## config.mk

```make
export PLATFORM = sky130hd
export DESIGN_NAME = alu_result_buffer_flat
export DESIGN_NICKNAME = d
export VERILOG_FILES = /design/src/rtl/alu_result_buffer_pkg.sv /design/src/rtl/alu_result_buffer_if.sv /design/src/rtl/alu_result_buffer_flags.sv /design/src/rtl/alu_result_buffer.sv /design/src/flat_wrapper.sv
export SDC_FILE = /design/constraint.sdc
export NUM_CORES = 1
export LEC_CHECK = 0
export CAP_MARGIN = 25
export CORE_MARGIN = 5
export CORE_UTILIZATION = 25
export DETAILED_ROUTE_END_ITERATION = 7
export PLACE_DENSITY = 0.58
export SLEW_MARGIN = 20
export SYNTH_ARGS = -nofsm -noshare
export SYNTH_HDL_FRONTEND = slang
export SYNTH_SLANG_ARGS = --single-unit
```

## constraint.sdc

```tcl
create_clock -name clk -period 3.2 [get_ports clk]
set_clock_uncertainty 0.2 [all_clocks]
set_input_delay 0.32 -clock clk [delete_from_list [all_inputs] [get_ports clk]]
set_output_delay 0.32 -clock clk [all_outputs]
set_load 0.03 [all_outputs]
```

## src/rtl/alu_result_buffer_pkg.sv

```systemverilog
// Shared ALU types: op codes, result width and the result-buffer state encoding.
// Optional parity storage is controlled by ALU_RESBUF_PARITY_EN.
package alu_pkg;

  localparam int ALU_WIDTH = 32;

  typedef enum logic [2:0] {
    ADD = 3'd0,
    SUB = 3'd1,
    AND = 3'd2,
    OR  = 3'd3,
    XOR = 3'd4,
    SLT = 3'd5,
    NOR = 3'd6,
    SLL = 3'd7
  } alu_op_t;

  typedef enum logic [1:0] {
    EMPTY = 2'd0,
    ONE   = 2'd1,
    TWO   = 2'd2
  } resbuf_state_t;

endpackage

```

## src/rtl/alu_result_buffer_if.sv

```systemverilog
// Handshake bundle between the ALU result mux, the result buffer and writeback.
// out_parity exists only when ALU_RESBUF_PARITY_EN is defined.
interface alu_result_buffer_if
  import alu_pkg::*;
#(
  parameter int WIDTH = ALU_WIDTH,
  parameter int CNT_W = 16
);
  logic [WIDTH-1:0] in_data;
  alu_op_t          in_op;
  logic             in_valid;
  logic             in_ready;
  logic [WIDTH-1:0] out_data;
  alu_op_t          out_op;
  logic             out_zero;
  logic             out_neg;
`ifdef ALU_RESBUF_PARITY_EN
  logic             out_parity;
`endif
  logic             out_valid;
  logic             out_ready;
  logic [CNT_W-1:0] out_count;

  modport master (
    output in_data, in_op, in_valid, out_ready,
    input  in_ready, out_data, out_op, out_zero, out_neg,
`ifdef ALU_RESBUF_PARITY_EN
    input  out_parity,
`endif
    input  out_valid, out_count
  );

  modport slave (
    input  in_data, in_op, in_valid, out_ready,
    output in_ready, out_data, out_op, out_zero, out_neg,
`ifdef ALU_RESBUF_PARITY_EN
    output out_parity,
`endif
    output out_valid, out_count
  );
endinterface

```

## src/rtl/alu_result_buffer_flags.sv

```systemverilog
// Combinational zero/negative (and optional parity, ALU_RESBUF_PARITY_EN) flags of one word.
// Zero latency; no handshake.
module resbuf_flags #(
  parameter int WIDTH = 32
) (
  input  logic [WIDTH-1:0] word,
  output logic             zero,
`ifdef ALU_RESBUF_PARITY_EN
  output logic             parity,
`endif
  output logic             neg
);
  assign zero = (word == '0);
  assign neg  = word[WIDTH-1];
`ifdef ALU_RESBUF_PARITY_EN
  assign parity = ^word;
`endif
endmodule

```

## src/rtl/alu_result_buffer.sv

```systemverilog
// Two-entry skid buffer registering ALU results with flags; parity via ALU_RESBUF_PARITY_EN.
// Latency 1 cycle; in_ready is a flop so downstream stalls never reach the ALU combinationally.
module alu_result_buffer
  import alu_pkg::*;
#(
  parameter int WIDTH = ALU_WIDTH,
  parameter int CNT_W = 16
) (
  input logic               clk,
  input logic               rst_n,
  alu_result_buffer_if.slave bus
);
  localparam logic [1:0] ST_EMPTY = 2'(EMPTY);
  localparam logic [1:0] ST_ONE   = 2'(ONE);
  localparam logic [1:0] ST_TWO   = 2'(TWO);

  typedef struct packed {
    logic [WIDTH-1:0] data;
    alu_op_t          op;
    logic             zero;
    logic             neg;
`ifdef ALU_RESBUF_PARITY_EN
    logic             parity;
`endif
  } entry_t;

  logic [1:0]       state_q, state_d;
  entry_t           main_q, main_d;
  entry_t           skid_q, skid_d;
  entry_t           in_entry;
  logic             in_ready_q, in_ready_d;
  logic             out_valid_q, out_valid_d;
  logic [CNT_W-1:0] cnt_q, cnt_d;
  logic             in_zero, in_neg;
  logic             push, pop;

  // Flags are taken from the incoming word so they travel with the entry.
  resbuf_flags #(.WIDTH(WIDTH)) u_flags (
    .word   (bus.in_data),
    .zero   (in_zero),
`ifdef ALU_RESBUF_PARITY_EN
    .parity (in_entry.parity),
`endif
    .neg    (in_neg)
  );

  assign in_entry.data = bus.in_data;
  assign in_entry.op   = bus.in_op;
  assign in_entry.zero = in_zero;
  assign in_entry.neg  = in_neg;

  assign push = bus.in_valid && in_ready_q;
  assign pop  = out_valid_q && bus.out_ready;

  always_comb begin
    state_d = state_q;
    main_d  = main_q;
    skid_d  = skid_q;
    cnt_d   = cnt_q + CNT_W'(pop);
    case (state_q)
      ST_EMPTY: begin
        if (push) begin
          main_d  = in_entry;
          state_d = ST_ONE;
        end
      end
      ST_ONE: begin
        if (push && pop) begin
          main_d = in_entry;
        end else if (push) begin
          skid_d  = in_entry;
          state_d = ST_TWO;
        end else if (pop) begin
          state_d = ST_EMPTY;
        end
      end
      ST_TWO: begin
        if (pop) begin
          main_d  = skid_q;
          state_d = ST_ONE;
        end
      end
      default: state_d = ST_EMPTY;
    endcase
    in_ready_d  = (state_d != ST_TWO);
    out_valid_d = (state_d != ST_EMPTY);
  end

  always_ff @(posedge clk or negedge rst_n) begin
    if (!rst_n) begin
      state_q     <= ST_EMPTY;
      main_q      <= '0;
      skid_q      <= '0;
      in_ready_q  <= 1'b1;
      out_valid_q <= 1'b0;
      cnt_q       <= '0;
    end else begin
      state_q     <= state_d;
      main_q      <= main_d;
      skid_q      <= skid_d;
      in_ready_q  <= in_ready_d;
      out_valid_q <= out_valid_d;
      cnt_q       <= cnt_d;
    end
  end

  assign bus.in_ready  = in_ready_q;
  assign bus.out_valid = out_valid_q;
  assign bus.out_data  = main_q.data;
  assign bus.out_op    = main_q.op;
  assign bus.out_zero  = main_q.zero;
  assign bus.out_neg   = main_q.neg;
`ifdef ALU_RESBUF_PARITY_EN
  assign bus.out_parity = main_q.parity;
`endif
  assign bus.out_count = cnt_q;
endmodule

```

## src/flat_wrapper.sv

```systemverilog
// flat-port wrapper written by rule: the top's interface ports become plain ports
module alu_result_buffer_flat import alu_pkg::*;
#(
  parameter int WIDTH = ALU_WIDTH,
  parameter int CNT_W = 16
)
  (clk, rst_n, bus_in_data, bus_in_op, bus_in_valid, bus_out_ready, bus_in_ready, bus_out_data, bus_out_op, bus_out_zero, bus_out_neg, bus_out_valid, bus_out_count);
  alu_result_buffer_if #(.WIDTH(WIDTH), .CNT_W(CNT_W)) bus_i ();
  input logic clk;
  input logic rst_n;
  input wire logic [$bits(bus_i.in_data)-1:0] bus_in_data;
  input wire logic [$bits(bus_i.in_op)-1:0] bus_in_op;
  input wire logic [$bits(bus_i.in_valid)-1:0] bus_in_valid;
  input wire logic [$bits(bus_i.out_ready)-1:0] bus_out_ready;
  output wire logic [$bits(bus_i.in_ready)-1:0] bus_in_ready;
  output wire logic [$bits(bus_i.out_data)-1:0] bus_out_data;
  output wire logic [$bits(bus_i.out_op)-1:0] bus_out_op;
  output wire logic [$bits(bus_i.out_zero)-1:0] bus_out_zero;
  output wire logic [$bits(bus_i.out_neg)-1:0] bus_out_neg;
  output wire logic [$bits(bus_i.out_valid)-1:0] bus_out_valid;
  output wire logic [$bits(bus_i.out_count)-1:0] bus_out_count;
  assign bus_i.in_data = bus_in_data;
  assign bus_i.in_op = bus_in_op;
  assign bus_i.in_valid = bus_in_valid;
  assign bus_i.out_ready = bus_out_ready;
  assign bus_in_ready = bus_i.in_ready;
  assign bus_out_data = bus_i.out_data;
  assign bus_out_op = bus_i.out_op;
  assign bus_out_zero = bus_i.out_zero;
  assign bus_out_neg = bus_i.out_neg;
  assign bus_out_valid = bus_i.out_valid;
  assign bus_out_count = bus_i.out_count;
  alu_result_buffer #(.WIDTH(WIDTH), .CNT_W(CNT_W)) u_core (.clk(clk), .rst_n(rst_n), .bus(bus_i));
endmodule
```

==> results of run 1 <==
==> registers in the layout, summed over array words and instances (netlist names) <==
register	flops
u_core.skid_q	36
u_core.bus.out_data	32
u_core.bus.out_count	16
u_core.bus.out_op	3
u_core.state_q	2
u_core.bus.in_ready	1
u_core.bus.out_valid	1
u_core.bus.out_zero	1
==> cells in the final DEF (no fill, tap or decap), types with 5 or more instances in the layout <==
master	netlist	layout
nand3_1	8	8
and3_1	5	5
nor2_1	35	35
nor4_1	8	8
mux2_4	20	20
nand2_1	75	75
clkdlybuf4s50_1	0	92
a31oi_1	35	35
mux2_2	15	15
dfrtp_1	91	91
clkbuf_16	0	9
xnor2_1	10	10
==> routing by layer <==
| layer | vias up | part of all wire [%] |
|---|---|---|
| li1 | 1403 | - |
| met1 | 1411 | 49 |
| met2 | 79 | 45 |
| met3 | 11 | 4.9 |
| met4 | 0 | 1.2 |
| met5 | - | 0 |
==> logic make-up after synthesis <==
kind of cell | count (synthesis) | share of synthesized area [%]
and+or+nand+nor | 143 | 15.7
DFF | 92 | 57.7
AOI/OAI and AO/OA | 45 | 7.80
muxes | 36 | 12.0
buffers and inverters | 21 | 3.07
xor gates and xnor gates | 14 | 3.07
adders and majority gates | 2 | 0.627
==> final cells by class <==
cell class / count / area (sq um) / share of cell area (%)
clock buffers: 14 / 284 / 5.24
clock inverters: 1 / 5.00 / 0.0923
inverters: 1 / 3.75 / 0.0692
multi-input cells: 240 / 1580 / 29.1
flip-flops and latches: 92 / 2300 / 42.5
well taps: 216 / 270 / 4.98
repair buffers: 98 / 981 / 18.1
==> synthesized netlist by cell type (all sizes together) <==
cell    count  area share (%)
nor2       35             3.3
mux2i       1            0.25
and3        5            0.78
a21boi      1            0.47
and2        1            0.16
nand2      76             7.3
buf        14             2.4
a21oi       2            0.25
dfrtp      91              57
and4        3            0.66
nand2b      1            0.16
nor2b       1            0.16
nor4        8             1.3
ha          2            0.63
nand4b      1            0.22
dfstp       1            0.66
o21ai       1            0.13
xor2        4            0.88
a21o        1            0.19
o311ai      1            0.22
inv         1           0.094
mux2       35              12
and3b       1            0.25
o31ai       2            0.72
o22ai       1            0.16
clkbuf      6            0.56
o21a        1            0.19
nand3       8             1.0
xnor2      10             2.2
a31oi      35             5.5
nand4       3            0.47
==> path summary, 6_finish.rpt <==
kind                                          startpoint                  endpoint  slack, ns  cells past startpoint
max in group asynchronous                          rst_n       u_core.bus.in_ready       1.71                      3
worst min register to register  u_core.bus.out_count[15]  u_core.bus.out_count[15]       0.28                      1
worst max-delay path                 u_core.bus.in_ready              bus_in_ready       1.12                      1
min in group asynchronous                          rst_n         u_core.state_q[0]       0.38                      2
worst min-delay path            u_core.bus.out_count[15]  u_core.bus.out_count[15]       0.28                      1
worst max register to register         u_core.state_q[1]          u_core.skid_q[6]       1.14                      3
==> per-stage QoR <==
stage	setup WS (ns)	hold WS [ns]	power (uW)	utilization, %
after floorplan	1.17	-0.176	3520	-
after global placement	0.799	0.198	4380	32.5
after detailed placement	0.727	0.219	4430	32.5
after CTS	1.08	0.283	5500	34.4
after global routing	0.971	0.309	5750	34.4
final	1.12	0.277	5420	34.4
==> where the power goes <==
group	switching (uW)	internal (uW)	total (uW)
Sequential	325	1680	2010
Clock	436	607	1040
Combinational	1280	1090	2370
==> timing repair <==
action,CTS,global route
hold buffers,1,0
hold endpoints to repair,50,0
endpoints found under the setup margin,0,0
==> impl_results.rst, run 1 <==
.. list-table::
   :header-rows: 1

   * - Metric
     - Value
   * - Element type at the critical path start
     - flop
   * - Required time of the critical path
     - 2.68 ns
   * - Number of max-cap violations
     - 0
   * - Number of buffer and inverter stages on the critical path
     - 1
   * - Placement Rows
     - 46
   * - Num ports
     - 94
   * - Wire length of the first global-routing pass
     - 16,400 microns
   * - Post-synthesis register bit count
     - 92
   * - Cell chosen for the clock root
     - clkbuf_16
   * - Largest net degree at the start of global routing
     - 52
   * - Ant. Diodes
     - 0
   * - Met1 global-route usage
     - 15.3%
   * - Fmax
     - 480 MHz
   * - Category of the critical setup timing path
     - reg2out
   * - Area growth from synthesis to layout
     - 35.9%
   * - Status
     - complete, no violations
   * - Hold Violations, Final
     - 0
   * - Number of buffers added by the clock tree synthesis step
     - 9
   * - M2 GR Usage
     - 18.0%
   * - Avg Synthesized Cell Area
     - 11.3 sq um
   * - Power density normalized to cell area
     - 1000 nW/um^2
   * - List of cells traversed by the critical path
     - clkdlybuf4s50_1
   * - Max Fanout on Critical Path
     - 4
   * - # H-tree levels
     - 3
   * - Overall die width
     - 136 microns
   * - RD Place Congestion
     - 0.768
   * - Total clock sinks
     - 92
   * - Peak ir drop on the vdd network
     - 0.444 mV
   * - Total grt overflow
     - 0
   * - DR vias
     - 2,904
   * - Fraction of met3 tracks used by global routing
     - 3.11%
   * - Count of fill cells added during filler insertion
     - 1,583
   * - Setup-violating endpoint count in the final report
     - 0
   * - Largest delay contributor family on the critical path
     - buffers and inverters
   * - Number of antenna violations at the first check in global routing
     - 0
   * - Number of nets with antenna violations after detailed routing
     - 0
   * - Routing layer with the top usage in global route
     - met2
   * - Slowest Stage Delay on Critical Path
     - 0.67 ns
   * - Distinct cell type count of the synthesized netlist
     - 36
   * - Clock Latency Late Sink
     - 0.34 ns
   * - Share of layout cells above drive strength 1
     - 13.7%
   * - Non-Filler Instances
     - 662
   * - Number of global-route vias before repair
     - 3,085
   * - Unrepaired setup endpoints after global routing
     - false
   * - Placed cells
     - 646
   * - Post-cts sizing count
     - 0
   * - Post-route cell area
     - 5420 sq um
   * - Sequential share of the synthesized area
     - 57.7%
   * - Clock edge transition at the registers on the reported setup and hold paths
     - 0.06 ns
   * - Total cell area at the placement stage
     - 5120 sq um
   * - Max stage delay cell, worst path
     - clkdlybuf4s50_1
   * - Post-layout min period
     - 2.08 ns
   * - Clock tree from TritonCTS
     - built
   * - Pre-Repair DR Iteration Count
     - 4
   * - Arrival time of the worst setup path
     - 1.56 ns
   * - Synth Instances
     - 353
   * - Number of DRC markers in iteration 0
     - 122
   * - Leakage
     - 0.00233 uW
   * - Vertical die dimension
     - 136 microns
   * - Buffers on Ports
     - 93
   * - Net count of the mapped netlist
     - 394
   * - Sum of negative setup slack
     - 0 ns
   * - Endpoint kind of the worst setup timing path
     - output port
   * - Period utilisation layout
     - 65.1%
   * - Routed length per placed instance
     - 15.3 microns
   * - Number of setup buffers added after CTS
     - 0
   * - Number of warning messages in the yosys log
     - 0
   * - Pins Over Slew Limit
     - 0
   * - Total track usage
     - 11.5%
   * - Post-synthesis cell area
     - 3990 sq um
   * - Total length of routed wires
     - 10,100 microns
   * - Residual DRC count
     - 0
   * - Number of buffers between clock root and the deepest sink
     - 2
   * - Type of the most critical hold path
     - reg2reg
   * - Slew Limit Headroom
     - 39.9%
   * - Detailed placer's ending HPWL
     - 6770 microns
   * - Overall die area
     - 18,600 sq um
   * - Core ar.
     - 15,800 sq um
   * - Slew of the pin with the lowest slew margin
     - 0.901 ns
   * - Final nets
     - 483
   * - Detailed-route vias per instance
     - 4.39
   * - Initial standard-cell utilization of the core
     - 25.3%
Power figures use the tool's default switching activity.
==> run 2: changes to the inputs <==
--- a/config.mk
+++ b/config.mk
@@ -9,7 +9,7 @@
 export CORE_MARGIN = 5
 export CORE_UTILIZATION = 25
 export DETAILED_ROUTE_END_ITERATION = 7
-export PLACE_DENSITY = 0.58
+export PLACE_DENSITY = 0.59
 export SLEW_MARGIN = 20
 export SYNTH_ARGS = -nofsm -noshare
 export SYNTH_HDL_FRONTEND = slang
==> constraint.sdc (replaced) <==
create_clock -name clk -period 1.8 [get_ports clk]
set_clock_uncertainty 0.2 [all_clocks]
set_input_delay 0.18 -clock clk [delete_from_list [all_inputs] [get_ports clk]]
set_output_delay 0.18 -clock clk [all_outputs]
set_load 0.03 [all_outputs]
==> impl_results.rst, run 2 (same netlist as run 1, synthesis figures left out) <==
.. list-table::
   :header-rows: 1

   * - Metric
     - Value
   * - Element type at the critical path start
     - flop (unchanged)
   * - Total clock sinks
     - 92 (unchanged)
   * - Final nets
     - 523 (was 483)
   * - DR vias
     - 3,094 (was 2,904)
   * - Required time of the critical path
     - 1.85 ns (was 2.68 ns)
   * - Buffers on Ports
     - 93 (unchanged)
   * - RD Place Congestion
     - 0.795 (was 0.768)
   * - Hold Violations, Final
     - 0 (unchanged)
   * - Routed length per placed instance
     - 15.2 microns (was 15.3 microns)
   * - Vertical die dimension
     - 136 microns (unchanged)
   * - Initial standard-cell utilization of the core
     - 25.3% (unchanged)
   * - Wire length of the first global-routing pass
     - 17,100 microns (was 16,400 microns)
   * - Clock network fraction of total power
     - 18.5% (was 19.2%)
   * - # H-tree levels
     - 3 (unchanged)
   * - Residual DRC count
     - 0 (unchanged)
   * - Launching element of the worst setup path
     - u_core.bus.in_ready (unchanged)
   * - Net switching fraction of the power
     - 37.5% (was 37.7%)
   * - Overall die width
     - 136 microns (unchanged)
   * - Number of buffers between clock root and the deepest sink
     - 2 (unchanged)
   * - Type of the most critical hold path
     - in2async (was reg2reg)
   * - Slew of the pin with the lowest slew margin
     - 0.498 ns (was 0.901 ns)
   * - Worst reg2reg path depth
     - 6 (was 3)
   * - Non-Filler Instances
     - 703 (was 662)
   * - Slew Limit Headroom
     - 66.8% (was 39.9%)
   * - Total length of routed wires
     - 10,700 microns (was 10,100 microns)
   * - Endpoint kind of the worst setup timing path
     - flop (was output port)
   * - Largest net degree at the start of global routing
     - 93 (was 52)
   * - Num ports
     - 94 (unchanged)
   * - Number of nets with antenna violations after detailed routing
     - 0 (unchanged)
   * - Critical path capture point
     - u_core.bus.out_data[24] (was bus_in_ready)
   * - Pins Over Slew Limit
     - 0 (unchanged)
   * - Amount of wire on met2 after detailed routing
     - 4970 microns (was 4530 microns)
   * - Combinational fraction of design power
     - 46.3% (was 43.7%)
   * - Flip-flop count of the largest register after layout
     - 36 (unchanged)
   * - Category of the critical setup timing path
     - reg2reg (was reg2out)
   * - Number of global-route vias before repair
     - 3,211 (was 3,085)
   * - Placed cells
     - 679 (was 646)
   * - Ant. Diodes
     - 0 (unchanged)
   * - Detailed-route vias per instance
     - 4.40 (was 4.39)
   * - Max Fanout on Critical Path
     - 26 (was 4)
   * - Register-to-register setup slack
     - 0.03 ns (was 1.14 ns)
   * - Unrepaired setup endpoints after global routing
     - true (was false)
   * - Number of max-cap violations
     - 0 (unchanged)
   * - Placement Rows
     - 46 (unchanged)
   * - Core ar.
     - 15,800 sq um (unchanged)
   * - Register with the most flip-flops
     - u_core.skid_q (unchanged)
   * - Total grt overflow
     - 0 (unchanged)
   * - Number of antenna violations at the first check in global routing
     - 0 (unchanged)
   * - Detailed placer's ending HPWL
     - 7040 microns (was 6770 microns)
   * - Leakage
     - 0.00277 uW (was 0.00233 uW)
   * - Period utilisation layout
     - 98.5%
   * - Clock tree from TritonCTS
     - built (unchanged)
   * - Power density normalized to cell area
     - 1700 nW/um^2 (was 1000 nW/um^2)
   * - Arrival time of the worst setup path
     - 1.82 ns (was 1.56 ns)
   * - Seq pwr share
     - 35.2% (was 37.1%)
   * - Clock edge transition at the registers on the reported setup and hold paths
     - 0.07 ns (was 0.06 ns)
   * - Fmax
     - 564 MHz
   * - Total track usage
     - 11.8% (was 11.5%)
   * - Setup-violating endpoint count in the final report
     - 0 (unchanged)
   * - Total Power Consumption
     - 10,200 uW (was 5420 uW)
   * - Clock Latency Late Sink
     - 0.34 ns (about the same)
   * - Share of layout cells above drive strength 1
     - 23.4% (was 13.7%)
   * - Number of buffers added by the clock tree synthesis step
     - 9 (unchanged)
   * - Area growth from synthesis to layout
     - 49.6% (was 35.9%)
   * - Cell chosen for the clock root
     - clkbuf_16 (unchanged)
   * - Overall die area
     - 18,600 sq um (unchanged)
   * - Wire length on met3
     - 542 microns (was 496 microns)
   * - Routed length on met1
     - 5080 microns (was 4980 microns)
   * - Internal power
     - 6360 uW (was 3380 uW)
   * - Number of DRC markers in iteration 0
     - 143 (was 122)
   * - Capture point of the worst reg-to-reg path
     - u_core.bus.out_data[24] (was u_core.skid_q[6])
   * - Leading cell type in the layout, fill and taps excluded
     - dfrtp_1 (was clkdlybuf4s50_1)
   * - Final hold slack
     - 0.221 ns (was 0.277 ns)
   * - Peak ir drop on the vdd network
     - 0.907 mV (was 0.444 mV)
   * - Pre-Repair DR Iteration Count
     - 4 (unchanged)
   * - Worst R2R Start
     - u_core.bus.in_ready (was u_core.state_q[1])
   * - Highest routing layer actually used
     - met4 (unchanged)
   * - Post-layout min period
     - 1.77 ns
   * - Status
     - complete, no violations (unchanged)
   * - Commonest non-fill, non-tap cells in the layout
     - dfrtp_1 (89), nand2_1 (74), clkdlybuf4s50_1 (53), a31oi_1 (35) (was clkdlybuf4s50_1 (92), dfrtp_1 (91), nand2_1 (75), nor2_1 (35), a31oi_1 (35))
   * - Net switching component of the power
     - 3820 uW (was 2040 uW)
[run 2: cell count changes in the layout (fill, tap and decap cells not counted), sizes merged]
cell           delta
dlygate4sd2      +24
buf              +39
clkinv            +2
dlymetal6s2s     +15
clkbuf            -1
bufinv            +1
clkdlybuf4s50    -39
[run 2: what timing repair did]
action	in CTS	in global routing
pin swaps	2	1
endpoints found under the setup margin	48	46
endpoints found under the hold margin	91	0
buffers inserted	2	3
hold buffers	1	0
gates resized for setup	27	23
gates cloned	1	1
[run 2: layout make-up]
type | count | area (sq um)
fill | 1587 | 9800
sequential | 92 | 2310
multi-input combinational | 240 | 1650
timing repair buffer | 138 | 1450
tap | 216 | 270
clock buffer | 12 | 246
clock inverter | 4 | 48.8
inverter | 1 | 3.75
[run 2: worst min path at each step]
| stage | start | endpoint | slack [ns] | cells after the start |
|---|---|---|---|---|
| finish | rst_n | u_core.skid_q[4] | 0.22 | 3 |
| global route | bus_in_op[1] | u_core.bus.out_op[1] | 0.23 | 3 |
| CTS | bus_in_op[1] | u_core.bus.out_op[1] | 0.22 | 3 |
| detailed placement | rst_n | u_core.skid_q[4] | 0.07 | 2 |
| global placement | rst_n | u_core.skid_q[3] | 0.07 | 2 |
| floorplan | rst_n | u_core.bus.out_count[0] | -0.32 | 0 |
[run 2: worst max-delay path, cell delays in order, from the launching register on]
cell,delay [ns]
dfstp_2,0.56
nand2_2,0.07
o31ai_4,0.25
buf_12,0.15
buf_12,0.18
nor2_1,0.07
a31oi_1,0.18
[run 2: metal layers]
metal / global-route usage [%] / up-vias
met4: 3.25 / 0
li1: - / 1495
met3: 3.77 / 9
met1: 15.8 / 1519
met5: 0 / -
met2: 18.4 / 71
[run 2: per-stage QoR]
stage               cell area, sq um  setup WS, ns  utilization [%]  TNS (ns)
floorplan                       4030       0.00830                -         0
global placement                5490        -0.588             34.8     -7.49
detailed placement              5490        -0.487             34.8     -9.48
CTS                             5850       0.00126             37.1         0
global route                    5970       -0.0463             37.9    -0.189
finish                          5970        0.0272             37.9         0
[run 2: power groups by stage]
stage / clock network, uW / logic, uW / registers (uW)
4_1_cts: 1950 / 4650 / 3580
6_report: 1880 / 4710 / 3580
2_1_floorplan: 0 / 1850 / 4450
3_5_place_dp: 0 / 4600 / 3610
5_1_grt: 2050 / 5070 / 3700
3_3_place_gp: 0 / 4530 / 3580
==> run 3: changes to the inputs <==
--- a/config.mk
+++ b/config.mk
@@ -6,10 +6,12 @@
 export NUM_CORES = 1
 export LEC_CHECK = 0
 export CAP_MARGIN = 25
+export CELL_PAD_IN_SITES_DETAIL_PLACEMENT = 0
+export CELL_PAD_IN_SITES_GLOBAL_PLACEMENT = 1
 export CORE_MARGIN = 5
 export CORE_UTILIZATION = 25
 export DETAILED_ROUTE_END_ITERATION = 7
-export PLACE_DENSITY = 0.59
+export PLACE_DENSITY = 0.69
 export SLEW_MARGIN = 20
 export SYNTH_ARGS = -nofsm -noshare
 export SYNTH_HDL_FRONTEND = slang
==> impl_results.rst, run 3 (same netlist as run 1, synthesis figures left out) <==
.. list-table::
   :header-rows: 1

   * - Metric
     - Value
   * - Peak ir drop on the vdd network
     - 0.775 mV (was 0.907 mV)
   * - Vertical die dimension
     - 136 microns (unchanged)
   * - Element type at the critical path start
     - flop (unchanged)
   * - Status
     - complete, no violations (unchanged)
   * - Slowest Stage Delay on Critical Path
     - 0.68 ns (was 0.56 ns)
   * - Clock Latency Late Sink
     - 0.34 ns (about the same)
   * - Register with the most flip-flops
     - u_core.skid_q (unchanged)
   * - Sum of negative setup slack
     - 0 ns (unchanged)
   * - Ant. Diodes
     - 0 (unchanged)
   * - Total grt overflow
     - 0 (unchanged)
   * - Power density normalized to cell area
     - 1720 nW/um^2 (was 1700 nW/um^2)
   * - Leakage
     - 0.00285 uW (was 0.00277 uW)
   * - Type of the most critical hold path
     - in2async (unchanged)
   * - Share of layout cells above drive strength 1
     - 26.3% (was 23.4%)
   * - List of cells traversed by the critical path
     - clkdlybuf4s50_1 (was nand2_2, o31ai_4, buf_12, buf_12, nor2_1, a31oi_1)
   * - Required time of the critical path
     - 1.42 ns (was 1.85 ns)
   * - # H-tree levels
     - 3 (unchanged)
   * - Post-route cell area
     - 6100 sq um (was 5970 sq um)
   * - Core ar.
     - 15,800 sq um (unchanged)
   * - Overall die width
     - 136 microns (unchanged)
   * - Number of global-route vias before repair
     - 3,360 (was 3,211)
   * - DR vias
     - 3,219 (was 3,094)
   * - Number of buffers between clock root and the deepest sink
     - 2 (unchanged)
   * - Total cell area at the placement stage
     - 5650 sq um (was 5490 sq um)
   * - Overall die area
     - 18,600 sq um (unchanged)
   * - Arrival time of the worst setup path
     - 1.39 ns (was 1.82 ns)
   * - Slew of the pin with the lowest slew margin
     - 0.508 ns (was 0.498 ns)
   * - Number of buffer and inverter stages on the critical path
     - 1 (was 2)
   * - Clock tree from TritonCTS
     - built (unchanged)
   * - Flip-flop count of the largest register after layout
     - 36 (unchanged)
   * - Pins Over Slew Limit
     - 0 (unchanged)
   * - Number of buffers added by the clock tree synthesis step
     - 9 (unchanged)
   * - Clock edge transition at the registers on the reported setup and hold paths
     - 0.07 ns (about the same)
   * - Final hold slack
     - 0.0248 ns (was 0.221 ns)
   * - Setup Slack @ Placement
     - -0.325 ns (was -0.487 ns)
   * - Num ports
     - 94 (unchanged)
   * - Number of max-cap violations
     - 0 (unchanged)
   * - Max stage delay cell, worst path
     - clkdlybuf4s50_1 (was dfstp_2)
   * - Post-layout min period
     - 1.77 ns (about the same)
   * - Category of the critical setup timing path
     - reg2out (was reg2reg)
   * - Fmax
     - 565 MHz (was 564 MHz)
   * - Wire length of the first global-routing pass
     - 17,700 microns (was 17,100 microns)
   * - Max Fanout on Critical Path
     - 2 (was 26)
   * - Setup slack of the critical path after layout
     - 0.0294 ns (was 0.0272 ns)
   * - Endpoint kind of the worst setup timing path
     - output port (was flop)
   * - Period utilisation layout
     - 98.4% (was 98.5%)
   * - Number of nets with antenna violations after detailed routing
     - 0 (unchanged)
   * - Initial standard-cell utilization of the core
     - 25.3% (unchanged)
   * - Final standard cell utilization of the core
     - 38.7% (was 37.9%)
   * - Total clock sinks
     - 92 (unchanged)
   * - Largest net degree at the start of global routing
     - 42 (was 93)
   * - Pre-Repair DR Iteration Count
     - 4 (unchanged)
   * - Commonest non-fill, non-tap cells in the layout
     - dfrtp_1 (88), nand2_1 (74), buf_4 (52), clkdlybuf4s50_1 (50), a31oi_1 (35) (was dfrtp_1 (89), nand2_1 (74), clkdlybuf4s50_1 (53), a31oi_1 (35))
   * - Total track usage
     - 12.2% (was 11.8%)
   * - Number of DRC markers in iteration 0
     - 120 (was 143)
   * - Setup-violating endpoint count in the final report
     - 0 (unchanged)
   * - Detailed-route vias per instance
     - 4.46 (was 4.40)
   * - RD Place Congestion
     - 0.783 (was 0.795)
   * - Cell chosen for the clock root
     - clkbuf_16 (unchanged)
   * - Total length of routed wires
     - 11,000 microns (was 10,700 microns)
   * - Routed length per placed instance
     - 15.2 microns (about the same)
   * - Placement Rows
     - 46 (unchanged)
   * - Final nets
     - 542 (was 523)
   * - Area growth from synthesis to layout
     - 52.9% (was 49.6%)
   * - Detailed placer's ending HPWL
     - 7630 microns (was 7040 microns)
   * - Leading cell type in the layout, fill and taps excluded
     - dfrtp_1 (unchanged)
   * - Buffers on Ports
     - 93 (unchanged)
   * - Hold Violations, Final
     - 0 (unchanged)
   * - Largest delay contributor family on the critical path
     - buffers and inverters (was flip-flops)
   * - Slew Limit Headroom
     - 65.8% (was 66.8%)
   * - Residual DRC count
     - 0 (unchanged)
   * - Number of antenna violations at the first check in global routing
     - 0 (unchanged)
## run 3: where the power goes
| group | switching [uW] | internal [uW] |
|---|---|---|
| Combinational | 2440 | 2230 |
| Sequential | 595 | 3000 |
| Clock | 826 | 1400 |
| Total | 3870 | 6620 |
## run 3: metal layers
layer / global-route usage [%] / wire length [microns] / up-vias
met5: 0 / 0 / -
met4: 2.97 / 44 / 0
met3: 4.00 / 595 / 4
met2: 20.1 / 5340 / 96
met1: 15.6 / 5020 / 1601
li1: - / - / 1518
## run 3: final cells by class
| cell class | instances | area, sq um |
|---|---|---|
| clock inverter | 6 | 111 |
| multi-input combinational | 240 | 1630 |
| sequential | 92 | 2310 |
| fill | 1551 | 9670 |
| inverter | 1 | 3.75 |
| clock buffer | 10 | 239 |
| tap | 216 | 270 |
| timing repair buffer | 157 | 1550 |
## run 3: metrics by stage
stage	cells	power, uW
floorplan	353	6300
global placement	701	8220
detailed placement	701	8350
CTS	718	10500
global route	722	11100
finish	722	10500
## run 3: repair_timing
action | in CTS | in global routing
cloned | 0 | 2
hold buffers | 1 | 0
setup buffers | 0 | 2
hold endpoints to repair | 92 | 0
gates resized for setup | 29 | 23
pin swaps | 0 | 1
setup endpoints to repair | 32 | 71
## run 3: path summary, 6_finish.rpt
kind                                           from                        to  slack [ns]  cells past startpoint
max                         u_core.bus.out_data[12]          bus_out_data[12]        0.03                      1
min                                           rst_n   u_core.bus.out_count[3]        0.02                      2
max reg2reg                    u_core.bus.out_valid         u_core.skid_q[26]        0.08                      5
min reg2reg                u_core.bus.out_count[15]  u_core.bus.out_count[15]        0.27                      1
max in group asynchronous                     rst_n         u_core.state_q[1]        0.89                      3
min in group clk                       bus_in_op[2]      u_core.bus.out_op[2]        0.24                      3
